===== config.mk =====
export PLATFORM = sky130hd
export DESIGN_NAME = key_filter_flat
export DESIGN_NICKNAME = d
export VERILOG_FILES = /design/src/rtl/key_filter_if.sv /design/src/rtl/key_filter.sv /design/src/flat_wrapper.sv
export SDC_FILE = /design/constraint.sdc
export NUM_CORES = 1
export LEC_CHECK = 0
export CAP_MARGIN = 0
export CORE_MARGIN = 3
export CORE_UTILIZATION = 41
export CTS_BUF_LIST = sky130_fd_sc_hd__clkbuf_8
export CTS_CLUSTER_SIZE = 8
export DETAILED_ROUTE_END_ITERATION = 16
export GPL_ROUTABILITY_DRIVEN = 0
export PLACE_DENSITY = 0.58
export SKIP_CTS_REPAIR_TIMING = 1
export SYNTH_ARGS = -nofsm -noshare
export SYNTH_HDL_FRONTEND = slang
export SYNTH_SLANG_ARGS = --single-unit

===== constraint.sdc =====
create_clock -name clk -period 6.4 [get_ports clk]
set_input_delay 1.28 -clock clk [delete_from_list [all_inputs] [get_ports clk]]
set_output_delay 1.28 -clock clk [all_outputs]
set_load 0.01 [all_outputs]

===== src/rtl/key_filter_if.sv =====
// Key conditioner signal bundle: raw active-low pins in, debounced level and event pulses out.
interface key_filter_if;
  logic [1:0] key_in;
  logic [1:0] key_state;
  logic [1:0] key_press;
  logic [1:0] key_release;
  logic [1:0] key_long;

  modport master (
    output key_in,
    input  key_state,
    input  key_press,
    input  key_release,
    input  key_long
  );

  modport slave (
    input  key_in,
    output key_state,
    output key_press,
    output key_release,
    output key_long
  );
endinterface


===== src/rtl/key_filter.sv =====
// Two-channel push-button conditioner: synchronise, debounce and emit press/release/long pulses.
// Each key runs its own FSM and counter; nothing is shared between channels.
module key_filter #(
  parameter int CNT_MAX  = 999_999,
  parameter int LONG_MAX = 49_999_999
) (
  input  logic         clk,
  input  logic         rst_n,
  key_filter_if.slave  kif
);

  localparam int CW = $clog2(LONG_MAX + 1);
  localparam logic [CW-1:0] CNT_MAX_C  = CW'(CNT_MAX);
  localparam logic [CW-1:0] LONG_MAX_C = CW'(LONG_MAX);
  localparam logic [CW-1:0] ZERO_C     = {CW{1'b0}};
  localparam logic [CW-1:0] ONE_C      = CW'(1);

  typedef enum logic [1:0] {
    IDLE    = 2'd0,
    PRESS_F = 2'd1,
    DOWN    = 2'd2,
    REL_F   = 2'd3
  } state_t;

  logic [1:0] s1_r;
  logic [1:0] s2_r;

  // Two-flop synchroniser on the raw pins; idles released (1).
  always_ff @(posedge clk or negedge rst_n) begin
    if (!rst_n) begin
      s1_r <= 2'b11;
      s2_r <= 2'b11;
    end else begin
      s1_r <= kif.key_in;
      s2_r <= s1_r;
    end
  end

  genvar k;
  generate
    for (k = 0; k < 2; k++) begin : g_key
      state_t        state_r;
      logic [CW-1:0] cnt_r;
      logic          long_done_r;
      logic          level_r;
      logic          press_r;
      logic          release_r;
      logic          long_r;

      // Per-key debounce FSM; pulses default low so each lasts exactly one cycle.
      always_ff @(posedge clk or negedge rst_n) begin
        if (!rst_n) begin
          state_r     <= IDLE;
          cnt_r       <= ZERO_C;
          long_done_r <= 1'b0;
          level_r     <= 1'b1;
          press_r     <= 1'b0;
          release_r   <= 1'b0;
          long_r      <= 1'b0;
        end else begin
          press_r   <= 1'b0;
          release_r <= 1'b0;
          long_r    <= 1'b0;
          case (state_r)
            IDLE: begin
              level_r <= 1'b1;
              cnt_r   <= ZERO_C;
              if (!s2_r[k]) begin
                state_r <= PRESS_F;
              end
            end
            PRESS_F: begin
              if (s2_r[k]) begin
                state_r <= IDLE;
                cnt_r   <= ZERO_C;
              end else if (cnt_r == CNT_MAX_C) begin
                state_r <= DOWN;
                cnt_r   <= ZERO_C;
                level_r <= 1'b0;
                press_r <= 1'b1;
              end else begin
                cnt_r <= cnt_r + ONE_C;
              end
            end
            DOWN: begin
              level_r <= 1'b0;
              if (s2_r[k]) begin
                state_r <= REL_F;
                cnt_r   <= ZERO_C;
              end else if ((cnt_r == LONG_MAX_C) && !long_done_r) begin
                long_r      <= 1'b1;
                long_done_r <= 1'b1;
              end else if (!long_done_r) begin
                cnt_r <= cnt_r + ONE_C;
              end else begin
                cnt_r <= cnt_r;
              end
            end
            REL_F: begin
              // long_done survives a bounce back to DOWN so key_long cannot re-fire.
              if (!s2_r[k]) begin
                state_r <= DOWN;
                cnt_r   <= ZERO_C;
              end else if (cnt_r == CNT_MAX_C) begin
                state_r     <= IDLE;
                cnt_r       <= ZERO_C;
                level_r     <= 1'b1;
                release_r   <= 1'b1;
                long_done_r <= 1'b0;
              end else begin
                cnt_r <= cnt_r + ONE_C;
              end
            end
            default: begin
              state_r     <= IDLE;
              cnt_r       <= ZERO_C;
              long_done_r <= 1'b0;
              level_r     <= 1'b1;
            end
          endcase
        end
      end
    end
  endgenerate

  assign kif.key_state   = {g_key[1].level_r,   g_key[0].level_r};
  assign kif.key_press   = {g_key[1].press_r,   g_key[0].press_r};
  assign kif.key_release = {g_key[1].release_r, g_key[0].release_r};
  assign kif.key_long    = {g_key[1].long_r,    g_key[0].long_r};

endmodule


===== src/flat_wrapper.sv =====
// flat-port wrapper written by rule: the top's interface ports become plain ports
module key_filter_flat 
#(
  parameter int CNT_MAX  = 999_999,
  parameter int LONG_MAX = 49_999_999
)
  (clk, rst_n, kif_key_in, kif_key_state, kif_key_press, kif_key_release, kif_key_long);
  key_filter_if kif_i ();
  input  logic clk;
  input  logic rst_n;
  input wire logic [$bits(kif_i.key_in)-1:0] kif_key_in;
  output wire logic [$bits(kif_i.key_state)-1:0] kif_key_state;
  output wire logic [$bits(kif_i.key_press)-1:0] kif_key_press;
  output wire logic [$bits(kif_i.key_release)-1:0] kif_key_release;
  output wire logic [$bits(kif_i.key_long)-1:0] kif_key_long;
  assign kif_i.key_in = kif_key_in;
  assign kif_key_state = kif_i.key_state;
  assign kif_key_press = kif_i.key_press;
  assign kif_key_release = kif_i.key_release;
  assign kif_key_long = kif_i.key_long;
  key_filter #(.CNT_MAX(CNT_MAX), .LONG_MAX(LONG_MAX)) u_core (.clk(clk), .rst_n(rst_n), .kif(kif_i));
endmodule

== Word level (Yosys, flattened, before mapping) ==
Index checks and enable logic that the tools add are counted.
Widths: inputs -> output; s select.
Word-level totals
  latch bits: 0
  input bits: 4
  memory bits (read-only): 0
  bits in writable memories: 0
  output and inout bits: 8
  flip-flop bits (word level): 70
  memories: 0
Operators by class
  bitwise operators: 0
  $mul: 0
  shift-type cells: 0
  div/mod/pow operators: 0
  mux-type cells: 62
  reduce and logical (&&, ||, !) cells: 16
  order comparisons: 0
  $add $sub $neg: 2
  equal/unequal tests: 34
Operators with widths (count)
  $mux 26: 12
  $pmux 26 s4: 2
  $add 26x1->26 const B: 2
  $eq 26x20->1 const B: 2
  $eq 26x26->1 const B: 2
  $mux 1: 30
  $mux 2: 12
  $ne 2x1->1 const B: 10
  $pmux 2 s4: 2
  $reduce_and 4->1: 4
  $ne 2x2->1 const B: 6
  $ne 3x2->1 const B: 4
  $reduce_and 5->1: 2
  $eq 2x2->1 const B: 4
  $pmux 1 s4: 2
  $ne 3x1->1 const B: 2
  $ne 3x3->1 const B: 2
  $eq 2x1->1 const B: 2
  $logic_not 2->1: 2
  $pmux 1 s2: 2
  $reduce_and 2->1: 2
  $reduce_bool 2->1: 2
  $logic_and 1x1->1: 2
  $logic_not 1->1: 2

== Longest topological paths before layout ==
  depth in word-level cells: 5
  gate-level depth with buffers: 10

== Worst setup path after synthesis ==
No wires, ideal clock.
  path type: register to register
  from: register u_core.g_key[0].cnt_r[22]
  to: register u_core.g_key[0].level_r
  period minus slack after synthesis: 2.455 ns
  data required time: 6.325 ns
  data arrival time: 2.381 ns
  slack: 3.945 ns
  stages on the path, launching flop included: 8
  cells stage by stage: dfrtp_1 or4b_1 or4_4 or3_1 buf_6 or2_4 a21oi_2 mux2i_1
On the way
  longest elaborated chain between the ends: 3
  elaborated cells on any way between the ends: 4
  classes of those cells: eq/ne (3); reduce/logical (1)
Ends and longest elaborated chain
  start, declared: line key_filter.sv:43  | logic [CW-1:0] cnt_r;
  start signal, assigned: line key_filter.sv:82  | cnt_r <= cnt_r + ONE_C;
  start signal, assigned: line key_filter.sv:94  | cnt_r <= cnt_r + ONE_C;
  start signal, assigned: line key_filter.sv:96  | cnt_r <= cnt_r;
  $eq 26x20->1 *: line key_filter.sv:76, key_filter.sv:104
  $ne 2x1->1 (no source line)
  $reduce_and 4->1 (no source line) *
  end signal, assigned: line key_filter.sv:79  | level_r <= 1'b0;
  end signal, assigned: line key_filter.sv:86  | level_r <= 1'b0;
  end signal, assigned: line key_filter.sv:107  | level_r <= 1'b1;
  end, declared: line key_filter.sv:45  | logic level_r;
Mark *: on every way between the ends. The rest lies on a longest branch, timed or not.
A chain may end at the register's enable or synchronous reset.

== Final worst setup path ==
  from: register u_core.g_key[0].cnt_r[0]
  to: register u_core.g_key[0].cnt_r[21]
On the way
  longest elaborated chain between the ends: 5
  elaborated cells on any way between the ends: 13
  classes of those cells: add/sub (1); eq/ne (3); mux (7); reduce/logical (2)
Ends and longest elaborated chain
  $add 26x1->26: line key_filter.sv:82, key_filter.sv:94, key_filter.sv:111
  $mux 26: line key_filter.sv:93  | end else if (!long_done_r) begin
  $mux 26: line key_filter.sv:90  | end else if ((cnt_r == LONG_MAX_C) && !long_done_r) begin
  $mux 26: line key_filter.sv:87  | if (s2_r[k]) begin
  $pmux 26 s4: line key_filter.sv:64  | case (state_r)
Several ways; a longest one is shown, not always the timed one. The select of a mux whose other input is x is not followed.

==> results.cfg <==
[status]
outcome = finished clean

[final_layout]
layout.area.seq_sq_um = 1760
drive_above_1_share_pct = 9.23
final_common_cell = dfrtp_1
final_nets = 455
antennaDiodeCount = 0
fill_cells = 920
multiInputGateArea_sq_um = 2040
area_delta_synth_final_pct = 8.89
fin_area_sq_um = 4370
layout_common_cells = dfrtp_1 (64), nor2_1 (53), nand2_1 (40)

[die]
dieArea_sq_um = 11000
initial_core_util_pct = 42.8
boundaryPins = 12
rows = 35
fp.dieH_um = 105
core_area_sq_um = 9370
die_w_um = 105

[worst_hold_path]
hold_start = u_core.s1_r[0]$_DFF_PN1_
hold_path_class = flop to flop
hold_depth = 0

[timing]
setup_tns_ns = 0
postLayoutSetupSlackWorst_ns = 3.46
hold_viol = 0
worst_slew_pin_slew_ns = 0.965
min_period_over_period_pct = 45.9
maxSlewHeadroom_pct = 35.7
drv_slew = 0
clock-skew-final_ns = 0.0159
fmax_mhz = 340
setup_viol = 0
rsz0062_at_grt = false
period_needed_ns = 2.94

[yosys]
synth_area_sq_um = 4010
synthFlopType = dfrtp_1
synth_compound_area_share_pct = 14.7
synthAdderAreaFrac_pct = 3.74
synth_enable_flop_cells = 0
syn_nets = 456
synth_simple_gate_area_share_pct = 26.9
synth_xor_area_share_pct = 4.59
synthMuxAreaShare_pct = 0.780
synth.distinct_cells = 57
ys_seq_area_share_pct = 43.9
ys_ff_latch = 70
syn_area_per_cell_sq_um = 9.11
ys.warnings.count = 0
async_flop_share_pct = 100
synthCells = 440
synth_top_family_by_area = simple AND/OR/NAND/NOR gates

[global_route]
antenna_found_initial = 0
grt_pass1_wl_mm = 15.2
grt_max_degree = 71
grt-ovfl-total = 0
grt_usage_pct = 16.8
grt_pass1_vias = 3088

[drt]
first_pass_iters = 4
wl_mm = 8.77
avgViaCountPerCell = 5.55
drt_iter0_drc = 98
ant_nets = 0
vias = 3180
wl_per_cell_um = 15.3
drcViolationCount = 0

[critical_path]
rrSetupSlack_ns = 3.46
critPathBufInv = 0
critPathSlowestCell = and2_1
critical_path.max_fanout = 24
path_delay_family = simple AND/OR/NAND/NOR gates
cp-startpoint = u_core.g_key[0].cnt_r[0]$_DFFE_PN0P_
path_class = flop to flop
required_ns = 6.63
crit_path_max_incr_delay_ns = 0.81
crit_end = u_core.g_key[0].cnt_r[21]$_DFFE_PN0P_
crit_cells = 7
rr_endpoint = u_core.g_key[0].cnt_r[21]$_DFFE_PN0P_
worstSetupEndpointType = flop
crit_path_start_kind = flop
arrival_ns = 3.17
r2r_cells = 7
worstPathCellList = ha_1 > and3_1 > nand4_1 > o31ai_1 > and2_1 > nor2_2 > a22o_1
r2r-start = u_core.g_key[0].cnt_r[0]$_DFFE_PN0P_

[run]
drv_cap = 0

[cts]
cts_tree = built
cts_made_buffers = 9
htreeDepth = 3
cts.sinks = 70
ctsRootBufferMaster = clkbuf_8
clk_latency_ns = 0.35
clk_pin_slew_ns = 0.08
clk_path_buf_depth = 2

[placed_design]
dp_slack_ns = 3.50
dpl_cell_area_sq_um = 4150
hpwl_mm = 6.02
port_buffers = 11

[power]
leakagePower_uw = 0.00193
vdd.ir_drop.worst_mv = 0.172
finalPower_uw = 1320
cellPowerDensity_nw_per_um2 = 302
-- power by group --
group	switching (uW)	leakage (uW)	total, uW	internal [uW]
Sequential	29.1	0.000947	507	478
Combinational	252	0.000865	412	160
Clock	177	0.000114	398	221
-- flip-flops by register name, indices dropped and copies added (netlist names), named ones only --
signal and count:
u_core.g_key.level_r 2, u_core.s2_r 2, u_core.g_key.release_r 2, u_core.g_key.long_r 2, u_core.g_key.cnt_r 52, u_core.g_key.press_r 2
u_core.s1_r 2, u_core.g_key.long_done_r 2, u_core.g_key.state_r 2
-- how the worst min path moves through the flow --
stage,endpoint,slack (ns)
after global placement,u_core.s2_r[0]$_DFF_PN1_,0.35
after CTS,u_core.s2_r[0]$_DFF_PN1_,0.36
after detailed placement,u_core.s2_r[0]$_DFF_PN1_,0.35
final,u_core.s2_r[0]$_DFF_PN1_,0.36
after floorplan,u_core.s2_r[0]$_DFF_PN1_,0.35
after global routing,u_core.s2_r[0]$_DFF_PN1_,0.37
-- logic make-up after synthesis --
family                   Yosys count
adder cells (fa/ha/maj)           12
AO/OA/AOI/OAI                     80
multiplexers                       3
buffers and inverters             44
flip-flops                        70
XOR/XNOR                          21
AND/OR/NAND/NOR                  210
-- layer usage --
layer | part of all wire (%) | GRT usage (%) | vias to the layer above
met1 | 47 | 21.9 | 1570
met3 | 2.7 | 2.96 | 9
met4 | 1.2 | 4.40 | 0
met5 | 0 | 0 | -
li1 | - | - | 1559
met2 | 49 | 28.7 | 42
-- cells in the mapped netlist, types with 2 or more instances --
master     instances  share of area, %
a21o_1            14               2.6
a21oi_1           11               1.4
a22o_1            18               3.9
a31o_2             2              0.44
and2_1             4              0.62
and2_2             2              0.37
and3_1             9               1.4
and4_1             3              0.66
buf_4              9               1.7
buf_6              2              0.56
clkbuf_1          11               1.0
dfrtp_1           64                40
dfstp_2            6               3.9
ha_1              12               3.7
inv_1             20               1.9
mux2i_1            2              0.50
nand2_1           40               3.7
nand2b_1           3              0.47
nand3_1           24               3.0
nand4_1           15               2.3
nand4b_1           2              0.44
nor2_1            53               5.0
nor2b_1            6              0.94
nor3_1            19               2.4
nor3b_1            3              0.56
nor4_1            10               1.6
o21a_1             2              0.37
o21ai_0           14               1.7
o22ai_1            4              0.62
o2bb2ai_1          2              0.44
o31ai_1            6               1.1
or3_1              3              0.47
or4_1              2              0.37
xnor2_1           17               3.7
xor2_1             4              0.87
-- final cells by class --
cell class,count,share of cell area [%]
inverters,20,1.72
well taps,129,3.70
clock buffers,9,2.84
repair buffers,12,2.64
clock inverters,7,2.21
flip-flops and latches,70,40.3
multi-input cells,326,46.6
-- metrics by stage --
| step | util [%] | std cells | hold slack [ns] |
|---|---|---|---|
| after global placement | 44.2 | 557 | 0.347 |
| after global routing | 46.6 | 573 | 0.370 |
| after CTS | 46.6 | 573 | 0.358 |
| after floorplan | - | 440 | 0.345 |
| final | 46.6 | 573 | 0.357 |
| after detailed placement | 44.2 | 557 | 0.348 |
Power figures use the tool's default switching activity.
